[config.mk]
export PLATFORM = sky130hd
export DESIGN_NAME = centering_unit
export DESIGN_NICKNAME = d
export VERILOG_FILES = /design/src/rtl/whitening_pkg.sv /design/src/rtl/cen_channel.sv /design/src/rtl/centering_unit.sv
export SDC_FILE = /design/constraint.sdc
export NUM_CORES = 1
export LEC_CHECK = 0
export BUFFER_PORTS_ARGS = -buffer_cell sky130_fd_sc_hd__buf_2
export CAP_MARGIN = 20
export CORE_UTILIZATION = 45
export DETAILED_ROUTE_END_ITERATION = 10
export GPL_ROUTABILITY_DRIVEN = 0
export MAX_ROUTING_LAYER = met4
export PLACE_DENSITY_LB_ADDON = 0.15
export SKIP_CTS_REPAIR_TIMING = 1
export SYNTH_ARGS = -nofsm -noshare
export SYNTH_HDL_FRONTEND = slang
export SYNTH_SLANG_ARGS = --single-unit
[constraint.sdc]
create_clock -name CLK_cen -period 17.05 [get_ports CLK_cen]
set_clock_uncertainty 0.2 [all_clocks]
set_input_delay 1.705 -clock CLK_cen [delete_from_list [all_inputs] [get_ports CLK_cen]]
set_output_delay 1.705 -clock CLK_cen [all_outputs]
set_load 0.01 [all_outputs]
[src/rtl/whitening_pkg.sv]
// Shared definitions for the whitening stage: frame geometry, centering FSM
// states and the saturating subtract used on the centred output path.
package whitening_pkg;

  localparam int DATA_W    = 32;
  localparam int LOG2_N    = 7;
  localparam int N_SAMPLES = 1 << LOG2_N;

  typedef enum logic [2:0] {
    IDLE,
    SUM,
    DIV,
    SUB,
    DONE
  } cen_state_t;

  // a - b evaluated one bit wider, then clamped to the DATA_W signed range
  function automatic logic [DATA_W-1:0] sat_sub(input logic [DATA_W-1:0] a,
                                                input logic [DATA_W-1:0] b);
    logic signed [DATA_W:0] diff;
    diff = $signed({a[DATA_W-1], a}) - $signed({b[DATA_W-1], b});
    if (diff[DATA_W] != diff[DATA_W-1])
      return diff[DATA_W] ? {1'b1, {(DATA_W-1){1'b0}}} : {1'b0, {(DATA_W-1){1'b1}}};
    return diff[DATA_W-1:0];
  endfunction

endpackage

[src/rtl/cen_channel.sv]
// One channel of the centering datapath: frame accumulator, floor mean and
// saturated mean removal, sequenced by strobes from the centering FSM.
module cen_channel
  import whitening_pkg::sat_sub;
#(
  parameter int DATA_W = 32,
  parameter int LOG2_N = 7
) (
  input  logic              clk_i,
  input  logic              rst_i,
  input  logic              clr_i,
  input  logic              acc_en_i,
  input  logic              div_en_i,
  input  logic              sub_en_i,
  input  logic [DATA_W-1:0] din_i,
  output logic [DATA_W-1:0] mean_o,
  output logic [DATA_W-1:0] dout_o
);

  localparam int ACC_W = DATA_W + LOG2_N;

  logic signed [ACC_W-1:0] acc_q, acc_d;
  logic [DATA_W-1:0]       mean_q;
  logic [DATA_W-1:0]       dout_q;

  // A clear and an add in the same cycle starts a new frame with this sample
  always_comb begin
    acc_d = clr_i ? '0 : acc_q;
    if (acc_en_i)
      acc_d = acc_d + ACC_W'($signed(din_i));
  end

  always_ff @(posedge clk_i or posedge rst_i) begin
    if (rst_i) begin
      acc_q  <= '0;
      mean_q <= '0;
      dout_q <= '0;
    end else begin
      acc_q <= acc_d;
      if (div_en_i)
        mean_q <= DATA_W'(acc_q >>> LOG2_N);
      if (sub_en_i)
        dout_q <= sat_sub(din_i, mean_q);
    end
  end

  assign mean_o = mean_q;
  assign dout_o = dout_q;

endmodule

[src/rtl/centering_unit.sv]
// Mean-removal engine: sums a two-channel frame, takes the floor mean by
// shift, then streams centred samples with busy/valid/done signalling.
module centering_unit #(
  parameter int DATA_W    = whitening_pkg::DATA_W,
  parameter int LOG2_N    = whitening_pkg::LOG2_N,
  parameter int N_SAMPLES = whitening_pkg::N_SAMPLES
) (
  input  logic              CLK_cen,
  input  logic              RST_cen,
  input  logic              GO_cen,
  input  logic              En_mem1,
  input  logic [DATA_W-1:0] Din_x1,
  input  logic [DATA_W-1:0] Din_x2,
  output logic              CEN_busy,
  output logic              Dout_valid,
  output logic [DATA_W-1:0] Dout_z1,
  output logic [DATA_W-1:0] Dout_z2,
  output logic [DATA_W-1:0] Mean_1,
  output logic [DATA_W-1:0] Mean_2,
  output logic              Cen_done
);

  import whitening_pkg::*;

  localparam logic [LOG2_N-1:0] CNT_LAST = LOG2_N'(N_SAMPLES - 1);

  cen_state_t        state_q, state_d;
  logic [LOG2_N-1:0] cnt_q, cnt_d;
  logic              valid_q, valid_d;
  logic              done_q, done_d;
  logic              busy_q, busy_d;
  logic              accept, clr, acc_en, div_en, sub_en;

  always_comb begin
    accept  = GO_cen & En_mem1;
    state_d = state_q;
    cnt_d   = cnt_q;
    valid_d = 1'b0;
    done_d  = 1'b0;
    clr     = 1'b0;
    acc_en  = 1'b0;
    div_en  = 1'b0;
    sub_en  = 1'b0;
    if (!GO_cen) begin
      // Abort: drop the frame but keep the last means
      state_d = IDLE;
      cnt_d   = '0;
      clr     = 1'b1;
    end else begin
      case (state_q)
        IDLE: begin
          clr   = 1'b1;
          cnt_d = '0;
          if (accept) begin
            acc_en  = 1'b1;
            cnt_d   = LOG2_N'(1);
            state_d = SUM;
          end
        end
        SUM: begin
          if (accept) begin
            acc_en = 1'b1;
            if (cnt_q == CNT_LAST) begin
              cnt_d   = '0;
              state_d = DIV;
            end else begin
              cnt_d = cnt_q + 1'b1;
            end
          end
        end
        DIV: begin
          div_en  = 1'b1;
          state_d = SUB;
        end
        SUB: begin
          if (accept) begin
            sub_en  = 1'b1;
            valid_d = 1'b1;
            if (cnt_q == CNT_LAST) begin
              cnt_d   = '0;
              state_d = DONE;
            end else begin
              cnt_d = cnt_q + 1'b1;
            end
          end
        end
        DONE: begin
          // valid_q is high only in the first DONE cycle (the last output)
          done_d = valid_q;
        end
        default: state_d = IDLE;
      endcase
    end
    busy_d = (state_d == SUM) || (state_d == DIV) || (state_d == SUB) ||
             ((state_d == DONE) && valid_d);
  end

  always_ff @(posedge CLK_cen or posedge RST_cen) begin
    if (RST_cen) begin
      state_q <= IDLE;
      cnt_q   <= '0;
      valid_q <= 1'b0;
      done_q  <= 1'b0;
      busy_q  <= 1'b0;
    end else begin
      state_q <= state_d;
      cnt_q   <= cnt_d;
      valid_q <= valid_d;
      done_q  <= done_d;
      busy_q  <= busy_d;
    end
  end

  cen_channel #(.DATA_W(DATA_W), .LOG2_N(LOG2_N)) u_ch1 (
    .clk_i    (CLK_cen),
    .rst_i    (RST_cen),
    .clr_i    (clr),
    .acc_en_i (acc_en),
    .div_en_i (div_en),
    .sub_en_i (sub_en),
    .din_i    (Din_x1),
    .mean_o   (Mean_1),
    .dout_o   (Dout_z1)
  );

  cen_channel #(.DATA_W(DATA_W), .LOG2_N(LOG2_N)) u_ch2 (
    .clk_i    (CLK_cen),
    .rst_i    (RST_cen),
    .clr_i    (clr),
    .acc_en_i (acc_en),
    .div_en_i (div_en),
    .sub_en_i (sub_en),
    .din_i    (Din_x2),
    .mean_o   (Mean_2),
    .dout_o   (Dout_z2)
  );

  assign CEN_busy   = busy_q;
  assign Dout_valid = valid_q;
  assign Cen_done   = done_q;

endmodule

==> results of run 1 <==
registers in the layout, indices dropped and copies added (netlist names):
name          cells
Dout_valid        1
CEN_busy          1
cnt_q             7
u_ch1.dout_o     32
Cen_done          1
u_ch1.acc_q      39
u_ch1.mean_o     32
u_ch2.dout_o     32
u_ch2.acc_q      39
state_q           3
u_ch2.mean_o     32
worst min-delay path, delay by kind of cell (launching register included):
family / cells / cell delay (ns)
DFF: 1 / 0.34
and+or+nand+nor: 2 / 0.10
power breakdown:
part	internal, uW	switching (uW)
clock	333	239
combinational	58.0	106
sequential	531	6.54
total	922	351
through the flow:
step	std cells	area [um^2]	total power, uW	hold slack [ns]	setup slack, ns
detailed placement	2579	17800	709	0.257	11.14
CTS	2626	18700	1280	0.270	11.71
finish	2626	18700	1270	0.262	11.63
global placement	2579	17800	707	0.247	11.21
floorplan	1993	16500	661	0.242	9.15
global route	2626	18700	1320	0.299	11.37
logic make-up (layout without fill, tap and decap cells):
kind of cell,Yosys count,count (layout),share of synthesized area
AO/OA/AOI/OAI,666,666,0.251
AND/OR/NAND/NOR,637,637,0.182
flip-flops,219,219,0.332
buffers and inverters,185,357,0.0466
adder cells (fa/ha/maj),152,152,0.116
XOR/XNOR,119,119,0.0636
multiplexers,15,15,0.00992
path summary, 6_finish.rpt:
path	start	end	slack, ns
worst min-delay path	u_ch1.dout_o[14]$_DFFE_PP0P_	u_ch1.dout_o[14]$_DFFE_PP0P_	0.26
max in group asynchronous	RST_cen	u_ch1.acc_q[32]$_DFF_PP0_	14.25
worst max register to register	state_q[1]$_DFF_PP0_	u_ch2.acc_q[38]$_DFF_PP0_	12.36
worst max-delay path	GO_cen	u_ch2.acc_q[38]$_DFF_PP0_	11.63
worst min register to register	u_ch1.dout_o[14]$_DFFE_PP0P_	u_ch1.dout_o[14]$_DFFE_PP0P_	0.26
min in group asynchronous	RST_cen	u_ch1.dout_o[3]$_DFFE_PP0P_	1.06
per-layer routing:
layer | track usage | vias up | part of all wire
li1 | - | 7343 | -
met1 | 0.372 | 6995 | 0.50
met2 | 0.379 | 378 | 0.43
met3 | 0.0373 | 53 | 0.056
met4 | 0.0542 | 0 | 0.017
met5 | - | - | 0
cells in the mapped netlist, types with 5 or more instances:
cell,count,share of area
a211o_1,7,0.0037
a211oi_1,14,0.0064
a21boi_0,5,0.0023
a21o_1,85,0.039
a21oi_1,130,0.039
a21oi_2,9,0.0048
a221oi_1,5,0.0027
a31o_2,5,0.0027
a31oi_1,20,0.0076
and2_1,91,0.034
and3_1,28,0.011
buf_1,6,0.0014
buf_6,8,0.0055
clkbuf_1,64,0.015
dfrtp_1,219,0.33
ha_1,141,0.11
inv_1,101,0.023
maj3_1,7,0.0042
mux2_2,11,0.0075
nand2_1,288,0.065
nand2b_1,13,0.0049
nand3_1,35,0.011
nand4_1,17,0.0064
nor2_1,97,0.022
nor2b_1,18,0.0068
nor3_1,15,0.0045
nor3b_1,5,0.0023
o2111ai_1,6,0.0032
o211ai_1,17,0.0077
o21a_1,17,0.0077
o21ai_0,202,0.061
o21ai_1,70,0.021
o21bai_1,16,0.0073
o31a_1,5,0.0027
o31ai_1,7,0.0032
or3_1,9,0.0034
xnor2_1,71,0.038
xor2_1,47,0.025
area by class of cell:
cell class              instances  area, um^2  area share
clock inverters                12         120     0.00644
flip-flops and latches        219        5480       0.294
clock buffers                  35         736      0.0394
well taps                     461         577      0.0309
inverters                     101         387      0.0207
repair buffers                209        1070      0.0575
multi-input cells            1589       10300       0.551
==> out/metrics.yaml, run 1 <==
critical_path.max_fanout: 79
cts_tree: "built"
antenna-diode-count: 0
syn_nets: 2206
avgSynthCellArea_um2: 8.29
p_per_area_mw_per_mm2: 68.2
initial_core_util: 0.461
yosysWarnings: 0
grt_pass1_vias: 14000
routed_wirelength_mm: 47.1
synth_ff_type: "dfrtp_1"
fmax_mhz: 184
fin_crit_sh: 0.318
fp.dieArea_mm2: 0.0375
syn_to_final_growth_pct: 12.9
overflow: 0
die-height_um: 194
yosysUniqueCellTypes: 87
grt_max_degree: 92
grt_pass1_wl_mm: 76.1
drc: 0
drt_iter0_drc: 978
postSynthCellCount: 1993
syn_area_mm2: 0.0165
antenna_found_initial: 0
clock_latency_ns: 0.55
io_buffers: 198
final_common_cell: "nand2_1"
status: "completed"
synth_edf_count: 0
path_clk_slew_ns: 0.06
ir_drop_mv: 0.0645
layout_common_cells: "288 x nand2_1, 219 x dfrtp_1, 202 x o21ai_0, 198 x buf_2, 141 x ha_1"
cts_made_buffers: 27
track_usage: 0.257
vias_per_cell: 5.62
seq_area_frac_synth: 0.332
setup_tns_ns: 0
cp_top_family: "compound AO/OA/AOI/OAI gates"
via_count: 14800
arrival_ns: 5.69
layout-drive-gt1-share: 0.140
required_ns: 17.32
worst_slew_pin_slew_ns: 0.999
cpPeakStageDelay_ns: 0.59
first_pass_iters: 5
maxSlewHeadroom: 0.328
crit_cells: 17
worstSetupPathType: "in2reg"
final_nets: 2360
fill_cells: 3409
clockBufferDepth: 3
die_w_um: 194
dp_hpwl_mm: 35.7
final_core_util: 0.521
slowest_stage: "buf_4"
slew_viol_final: 0
cts_htree_levels: 1
max-cap-violations: 0
p_leak_uw: 0.00943
critPathCaptureType: "flip-flop"
finalSetupViolations: 0
rsz0062_at_grt: "false"
core-area_mm2: 0.0358
path_buf_inv: 3
rows: 69
hold_class: "reg2reg"
hold_violations: 0
startpoint_type: "primary input"
cts-root-buf: "clkbuf_16"
async_reset_ff_frac: 1.00
io_pins: 199
drtAntennaViolNets: 0
period_minus_slack_ns: 5.42
cts_sinks: 219
rr_worst_depth: 16
routedWlPerCell_um: 18.0
whs_path_depth: 2
ys_ff_latch: 219
critical_path.cell_chain: "buf_2 -> o31a_2 -> buf_4 -> and2_1 -> ha_1 -> inv_1 -> fa_1 -> nor2b_1 -> o2111ai_1 -> and3_1 -> o2111ai_1 -> a31oi_1 -> o211ai_2 -> a21oi_1 -> a31oi_1 -> mux2i_1 -> xor2_1"
(Power assumes the default switching activity.)
==> inputs of run 2 (changes only) <==
- ABC_AREA: unset -> 1
- clock period: 17.05 -> 4.4 ns (I/O delays scaled with it)
==> run 2 against run 1 <==
  * Sequential share of layout area is 2.9 points lower
  * Count of clock-buffer cells in the layout is 1 lower
  * Register-to-register slack worse by 12 ns
  * Area after synthesis is 10% higher
  * Synthesized cell count is 37% higher
  * Core utilization is 0.083 points lower
  * Critical path type is now reg2reg
  * Critical endpoint is now u_ch1.acc_q[36]$_DFF_PP0_
  * Highest routed layer unchanged
==> out/metrics.yaml, run 2 <==
synth_most_common_cell: "nand2_1"  # unchanged
via_count: 18400  # was 14,800
die_w_um: 203  # was 194 um
layout-drive-gt1-share: 0.124  # was 0.140
clockBufferDepth: 3  # unchanged
finalSetupViolations: 0  # unchanged
synthTopCellsByArea: "dfrtp_1 30%, nand2_1 17%, ha_1 9.7%, inv_1 7.3%, nor2_1 6.3%"  # was dfrtp_1 33%, ha_1 11%, nand2_1 6.5%, o21ai_0 6.1%, a21oi_1 3.9%
critical_path.cell_chain: "nor2_1 -> nand2_1 -> nand2_2 -> buf_4 -> nor2_1 -> ha_1 -> nand2_1 -> o21a_1 -> o21ai_0 -> nand2_1 -> nand2_1 -> nand2_1 -> nand2_1 -> nand2_1 -> nand2_1 -> nand2_1 -> nand3_1 -> nand2_1"  # was buf_2 -> o31a_2 -> buf_4 -> and2_1 -> ha_1 -> inv_1 -> fa_1 -> nor2b_1 -> o2111ai_1 -> and3_1 -> o2111ai_1 -> a31oi_1 -> o211ai_2 -> a21oi_1 -> a31oi_1 -> mux2i_1 -> xor2_1
fin_crit_sh: 0.859
grt_max_degree: 135  # was 92
grt_pass1_wl_mm: 92.1  # was 76.1 mm
cp_top_family: "simple AND/OR/NAND/NOR gates"  # was compound AO/OA/AOI/OAI gates
final_common_cell: "nand2_1"  # unchanged
routed_wirelength_mm: 58.5  # was 47.1 mm
worst_slew_pin_slew_ns: 0.869  # was 0.999 ns
die-height_um: 203  # was 194 um
critPathCaptureType: "flip-flop"  # unchanged
grt_pass1_vias: 16800  # was 14,000
startpoint_type: "flip-flop"  # was primary input
cts_sinks: 219  # unchanged
layout_common_cells: "806 x nand2_1, 353 x inv_1, 303 x nor2_1, 219 x dfrtp_1, 198 x buf_2"  # was 288 x nand2_1, 219 x dfrtp_1, 202 x o21ai_0, 198 x buf_2, 141 x ha_1
slew_viol_final: 0  # unchanged
yosysUniqueCellTypes: 48  # was 87
report.power.total_uw: 7700  # was 1270 uW
final_nets: 3131  # was 2,360
first_pass_iters: 5  # unchanged
cts_made_buffers: 28  # was 27
syn_to_final_growth_pct: 13.8  # was 12.9%
path_clk_slew_ns: 0.06  # about the same
required_ns: 4.66  # was 17.32 ns
synth_top_area_frac: 0.301  # was 0.332
clock_latency_ns: 0.57  # was 0.55 ns
dp_hpwl_mm: 47.2  # was 35.7 mm
path_buf_inv: 1  # was 3
p_leak_uw: 0.0107  # was 0.00943 uW
fmax_mhz: 265
yosysWarnings: 0  # unchanged
routedWlPerCell_um: 16.9  # was 18.0 um
syn_nets: 2945  # was 2,206
ir_drop_mv: 0.217  # was 0.0645 mV
cts_htree_levels: 1  # unchanged
async_reset_ff_frac: 1.00  # unchanged
cpPeakStageDelay_ns: 0.43  # was 0.59 ns
synth_edf_count: 0  # unchanged
ys_ff_latch: 219  # unchanged
rows: 73  # was 69
drc: 0  # unchanged
hold_violations: 0  # unchanged
overflow: 0  # unchanged
core-area_mm2: 0.0398  # was 0.0358 mm^2
worstSetupPathType: "reg2reg"  # was in2reg
period_minus_slack_ns: 3.78
avgSynthCellArea_um2: 6.66  # was 8.29 um^2
drtAntennaViolNets: 0  # unchanged
max-cap-violations: 0  # unchanged
synth_common_cells: "807 x nand2_1, 355 x inv_1, 303 x nor2_1, 219 x dfrtp_1, 186 x a21oi_1"  # was 288 x nand2_1, 219 x dfrtp_1, 202 x o21ai_0, 141 x ha_1, 130 x a21oi_1
synth_ff_type: "dfrtp_1"  # unchanged
p_per_area_mw_per_mm2: 372  # was 68.2 mW/mm^2
postSynthCellCount: 2732  # was 1,993
setup_tns_ns: 0  # unchanged
cts-root-buf: "clkbuf_16"  # unchanged
hold_class: "in2reg"  # was reg2reg
initial_core_util: 0.457  # was 0.461
track_usage: 0.291  # was 0.257
critical_path.max_fanout: 27  # was 79
io_buffers: 198  # unchanged
status: "completed"  # unchanged
antenna_found_initial: 3  # was 0
fp.dieArea_mm2: 0.0412  # was 0.0375 mm^2
slowest_stage: "buf_4"  # unchanged
rsz0062_at_grt: "false"  # unchanged
drt_iter0_drc: 1679  # was 978
cts_tree: "built"  # unchanged
syn_area_mm2: 0.0182  # was 0.0165 mm^2
io_pins: 199  # unchanged
seq_area_frac_synth: 0.301  # was 0.332
vias_per_cell: 5.31  # was 5.62
maxSlewHeadroom: 0.420  # was 0.328
synth_largest_area_cell: "dfrtp_1"  # unchanged
reg.largest.list: "u_ch1.acc_q (39), u_ch2.acc_q (39)"  # unchanged
arrival_ns: 4.04  # was 5.69 ns
path_common_cell: "nand2_1"
## run 2: cell types whose count changed after synthesis, moves of 48 or more
cell,delta
a21o_1,-79
a21oi_1,+56
and2_1,-89
inv_1,+254
nand2_1,+519
nand3_1,+107
nor2_1,+206
o21ai_1,-48
## run 2: worst min-delay path, stage by stage
cell,delay [ns]
buf_2,0.15
ha_1,0.15
nand2_1,0.05
nand2_1,0.05
## run 2: layer usage
metal	GRT usage	part of all wire	vias to the layer above
li1	-	-	9163
met1	0.426	0.50	8583
met2	0.412	0.41	578
met3	0.0401	0.065	94
met4	0.0859	0.026	0
met5	-	0	-
## run 2: cells by family after synthesis
logic type      Yosys count  synth area share
xor+xnor                 86            0.0414
fa+ha+maj               145             0.101
compound gates          490             0.152
buf+inv                 414            0.0909
simple gates           1378             0.313
flops                   219             0.301
## run 2: final cells by class
type | instances | area (um^2)
Sequential cell | 219 | 5480
Fill cell | 4131 | 19100
Antenna cell | 3 | 7.51
Clock inverter | 16 | 226
Timing Repair Buffer | 211 | 1120
Multi-Input combinational cell | 2099 | 11100
Tap cell | 525 | 657
Inverter | 359 | 1350
Clock buffer | 34 | 785
## run 2: worst paths after layout
check / start / endpoint / slack (ns) / cells past startpoint
worst min-delay path: Din_x2[0] / u_ch2.acc_q[0]$_DFF_PP0_ / 0.11 / 4
worst max-delay path: state_q[1]$_DFF_PP0_ / u_ch1.acc_q[36]$_DFF_PP0_ / 0.62 / 18
max in group asynchronous: RST_cen / u_ch2.acc_q[5]$_DFF_PP0_ / 2.90 / 4
worst min register to register: u_ch1.dout_o[24]$_DFFE_PP0P_ / u_ch1.dout_o[24]$_DFFE_PP0P_ / 0.30 / 2
min in group asynchronous: RST_cen / u_ch2.dout_o[13]$_DFFE_PP0P_ / 0.38 / 4
worst max register to register: state_q[1]$_DFF_PP0_ / u_ch1.acc_q[36]$_DFF_PP0_ / 0.62 / 18
## run 2: stage by stage
step                      instances  cell area [um^2]  hold WS, ns  setup slack [ns]   util
final                          3466             20700        0.111             0.621  0.520
after global routing           3466             20700        0.149             0.282  0.520
after CTS                      3461             20700       -0.164             0.659  0.519
after detailed placement       3411             19700        0.285             0.677  0.494
after global placement         3411             19700        0.275             0.731  0.494
after floorplan                2732             18200        0.255             0.906      -
## run 2: report_power, final
part           leakage [uW]  internal (uW)  switching [uW]
registers           0.00297           2270             193
clock network      0.000499           1560             960
logic               0.00723            932            1790
total                0.0107           4760            2940
==> inputs of run 3 (changes only) <==
- clock period: 4.4 -> 4.8 ns (I/O delays scaled with it)
==> run 3 against run 2 <==
  * Sequential cell count did not move
  * Clock power fell by 16%
  * Count of clock-buffer cells in the layout increased by 3
  * Via count hardly changed
  * First-iteration DRC count grew 5.5%
  * Die area is the same
  * Power decreased by 11%
  * Largest power group unchanged
  * Sequential share of layout area increased by 0.14 points
  * Global-route usage increased by 0.052 points
  * Largest cell class unchanged
  * Worst hold slack got worse by 0.084 ns
  * Register-to-register slack gained 0.31 ns
==> out/metrics.yaml, run 3 (synthesis gave the netlist of run 2 again) <==
status: "completed"  # unchanged
slew_viol_final: 0  # unchanged
clock_latency_ns: 0.58  # was 0.57 ns
reg.largest.list: "u_ch1.acc_q (39), u_ch2.acc_q (39)"  # unchanged
arrival_ns: 4.13  # was 4.04 ns
cts_htree_levels: 1  # unchanged
r2r_setup_slack_ns: 0.93  # was 0.62 ns
grt_max_degree: 127  # was 135
final_common_cell: "nand2_1"  # unchanged
track_usage: 0.291  # about the same
final_nets: 3129  # was 3,131
rsz0062_at_grt: "false"  # unchanged
critical_path.max_fanout: 18  # was 27
routedWlPerCell_um: 16.9  # about the same
cts-root-buf: "clkbuf_16"  # unchanged
overflow: 0  # unchanged
initial_core_util: 0.457  # unchanged
p_per_area_mw_per_mm2: 334  # was 372 mW/mm^2
period_minus_slack_ns: 3.87  # was 3.78 ns
critPathCaptureType: "flip-flop"  # unchanged
layout-drive-gt1-share: 0.123  # was 0.124
place_area_mm2: 0.0197  # about the same
layout_common_cells: "806 x nand2_1, 353 x inv_1, 303 x nor2_1, 219 x dfrtp_1, 198 x buf_2"  # unchanged
hold_violations: 0  # unchanged
cts_tree: "built"  # unchanged
io_buffers: 198  # unchanged
setup_tns_ns: 0  # unchanged
syn_to_final_growth_pct: 13.2  # was 13.8%
finalSetupViolations: 0  # unchanged
slowest_stage: "fa_1"  # was buf_4
cpPeakStageDelay_ns: 0.50  # was 0.43 ns
multi_input_area_mm2: 0.0111  # unchanged
startpoint_type: "flip-flop"  # unchanged
io_pins: 199  # unchanged
die_w_um: 203  # unchanged
vias_per_cell: 5.32  # was 5.31
drt_iter0_drc: 1771  # was 1,679
fmax_mhz: 258  # was 265 MHz
cts_sinks: 219  # unchanged
antenna_found_initial: 2  # was 3
p_leak_uw: 0.0106  # was 0.0107 uW
critical_path.cell_chain: "inv_1 -> nand2_1 -> nand2_2 -> nor2_1 -> ha_1 -> inv_1 -> fa_1 -> inv_1 -> nand3_1 -> nand2_1 -> nand2_1 -> nand2_1 -> nand3_1 -> nand2_1 -> nand3_1 -> nand2_1 -> nand2_1 -> nand2_1 -> nand2_1 -> nand3_1 -> nand2_1"  # was nor2_1 -> nand2_1 -> nand2_2 -> buf_4 -> nor2_1 -> ha_1 -> nand2_1 -> o21a_1 -> o21ai_0 -> nand2_1 -> nand2_1 -> nand2_1 -> nand2_1 -> nand2_1 -> nand2_1 -> nand2_1 -> nand3_1 -> nand2_1
seq_area_mm2: 0.00548  # unchanged
ir_drop_mv: 0.235  # was 0.217 mV
rows: 73  # unchanged
maxSlewHeadroom: 0.442  # was 0.420
dp_hpwl_mm: 47.4  # was 47.2 mm
worst_slew_pin_slew_ns: 0.836  # was 0.869 ns
die-height_um: 203  # unchanged
final_cells: 3462  # was 3,466
via_count: 18400  # about the same
final_area_mm2: 0.0206  # was 0.0207 mm^2
grt_pass1_vias: 17000  # was 16,800
cts_made_buffers: 26  # was 28
fin_crit_sh: 0.807  # was 0.859
path_clk_slew_ns: 0.06  # about the same
drtAntennaViolNets: 0  # unchanged
first_pass_iters: 6  # was 5
core-area_mm2: 0.0398  # unchanged
path_common_cell: "nand2_1"  # unchanged
required_ns: 5.06  # was 4.66 ns
routed_wirelength_mm: 58.6  # was 58.5 mm
fill_cells: 4106  # was 4,131
grt_pass1_wl_mm: 92.8  # was 92.1 mm
hold_class: "in2reg"  # unchanged
worstSetupPathType: "reg2reg"  # unchanged
fp.dieArea_mm2: 0.0412  # unchanged
dp.cells: 3412  # was 3,411
drc: 0  # unchanged
clockBufferDepth: 3  # unchanged
max-cap-violations: 0  # unchanged
run 3: layer usage:
metal  GRT usage  routed length (um)  vias up
li1            -                   -     9160
met1       0.421               28300     8470
met2       0.424               24500      711
met3      0.0417                4550       85
met4      0.0714                1300        0
met5           -                   0        -
run 3: through the flow:
step                      utilization  hold slack (ns)  worst slack, ns  total power, uW
after detailed placement        0.494            0.274            0.920             4750
after CTS                       0.517           -0.122             1.02             6890
after global placement          0.494            0.278            0.926             4720
after global routing            0.517           0.0155            0.656             7300
after floorplan                     -            0.255             1.27             3930
final                           0.517           0.0271            0.928             6880
run 3: worst paths after layout:
path / depth (start not counted) / startpoint / endpoint
worst max-delay path: 21 / state_q[2]$_DFF_PP0_ / u_ch2.acc_q[24]$_DFF_PP0_
worst min-delay path: 3 / GO_cen / state_q[1]$_DFF_PP0_
worst max register to register: 21 / state_q[2]$_DFF_PP0_ / u_ch2.acc_q[24]$_DFF_PP0_
worst min register to register: 2 / u_ch2.dout_o[30]$_DFFE_PP0P_ / u_ch2.dout_o[30]$_DFFE_PP0P_
max in group asynchronous: 4 / RST_cen / u_ch1.mean_o[21]$_DFFE_PP0P_
min in group asynchronous: 4 / RST_cen / u_ch2.dout_o[11]$_DFFE_PP0P_
run 3: layout make-up:
cell class / instances / share of cell area
clock buffer: 37 / 0.0370
sequential: 219 / 0.266
antenna: 2 / 0.000243
timing repair buffer: 211 / 0.0542
multi-input combinational: 2099 / 0.538
clock inverter: 10 / 0.00717
inverter: 359 / 0.0657
tap: 525 / 0.0319
run 3: critical path: cells and delay by family, from the launching register on:
| family | cells | cell delay (ns) |
|---|---|---|
| and+or+nand+nor | 16 | 2.05 |
| adders and majority gates | 2 | 0.76 |
| DFF | 1 | 0.42 |
| buffers and inverters | 3 | 0.30 |
run 3: power by group:
group / internal (uW) / switching, uW / total [uW]
clock: 1260 / 853 / 2120
combinational: 854 / 1650 / 2500
sequential: 2080 / 177 / 2260
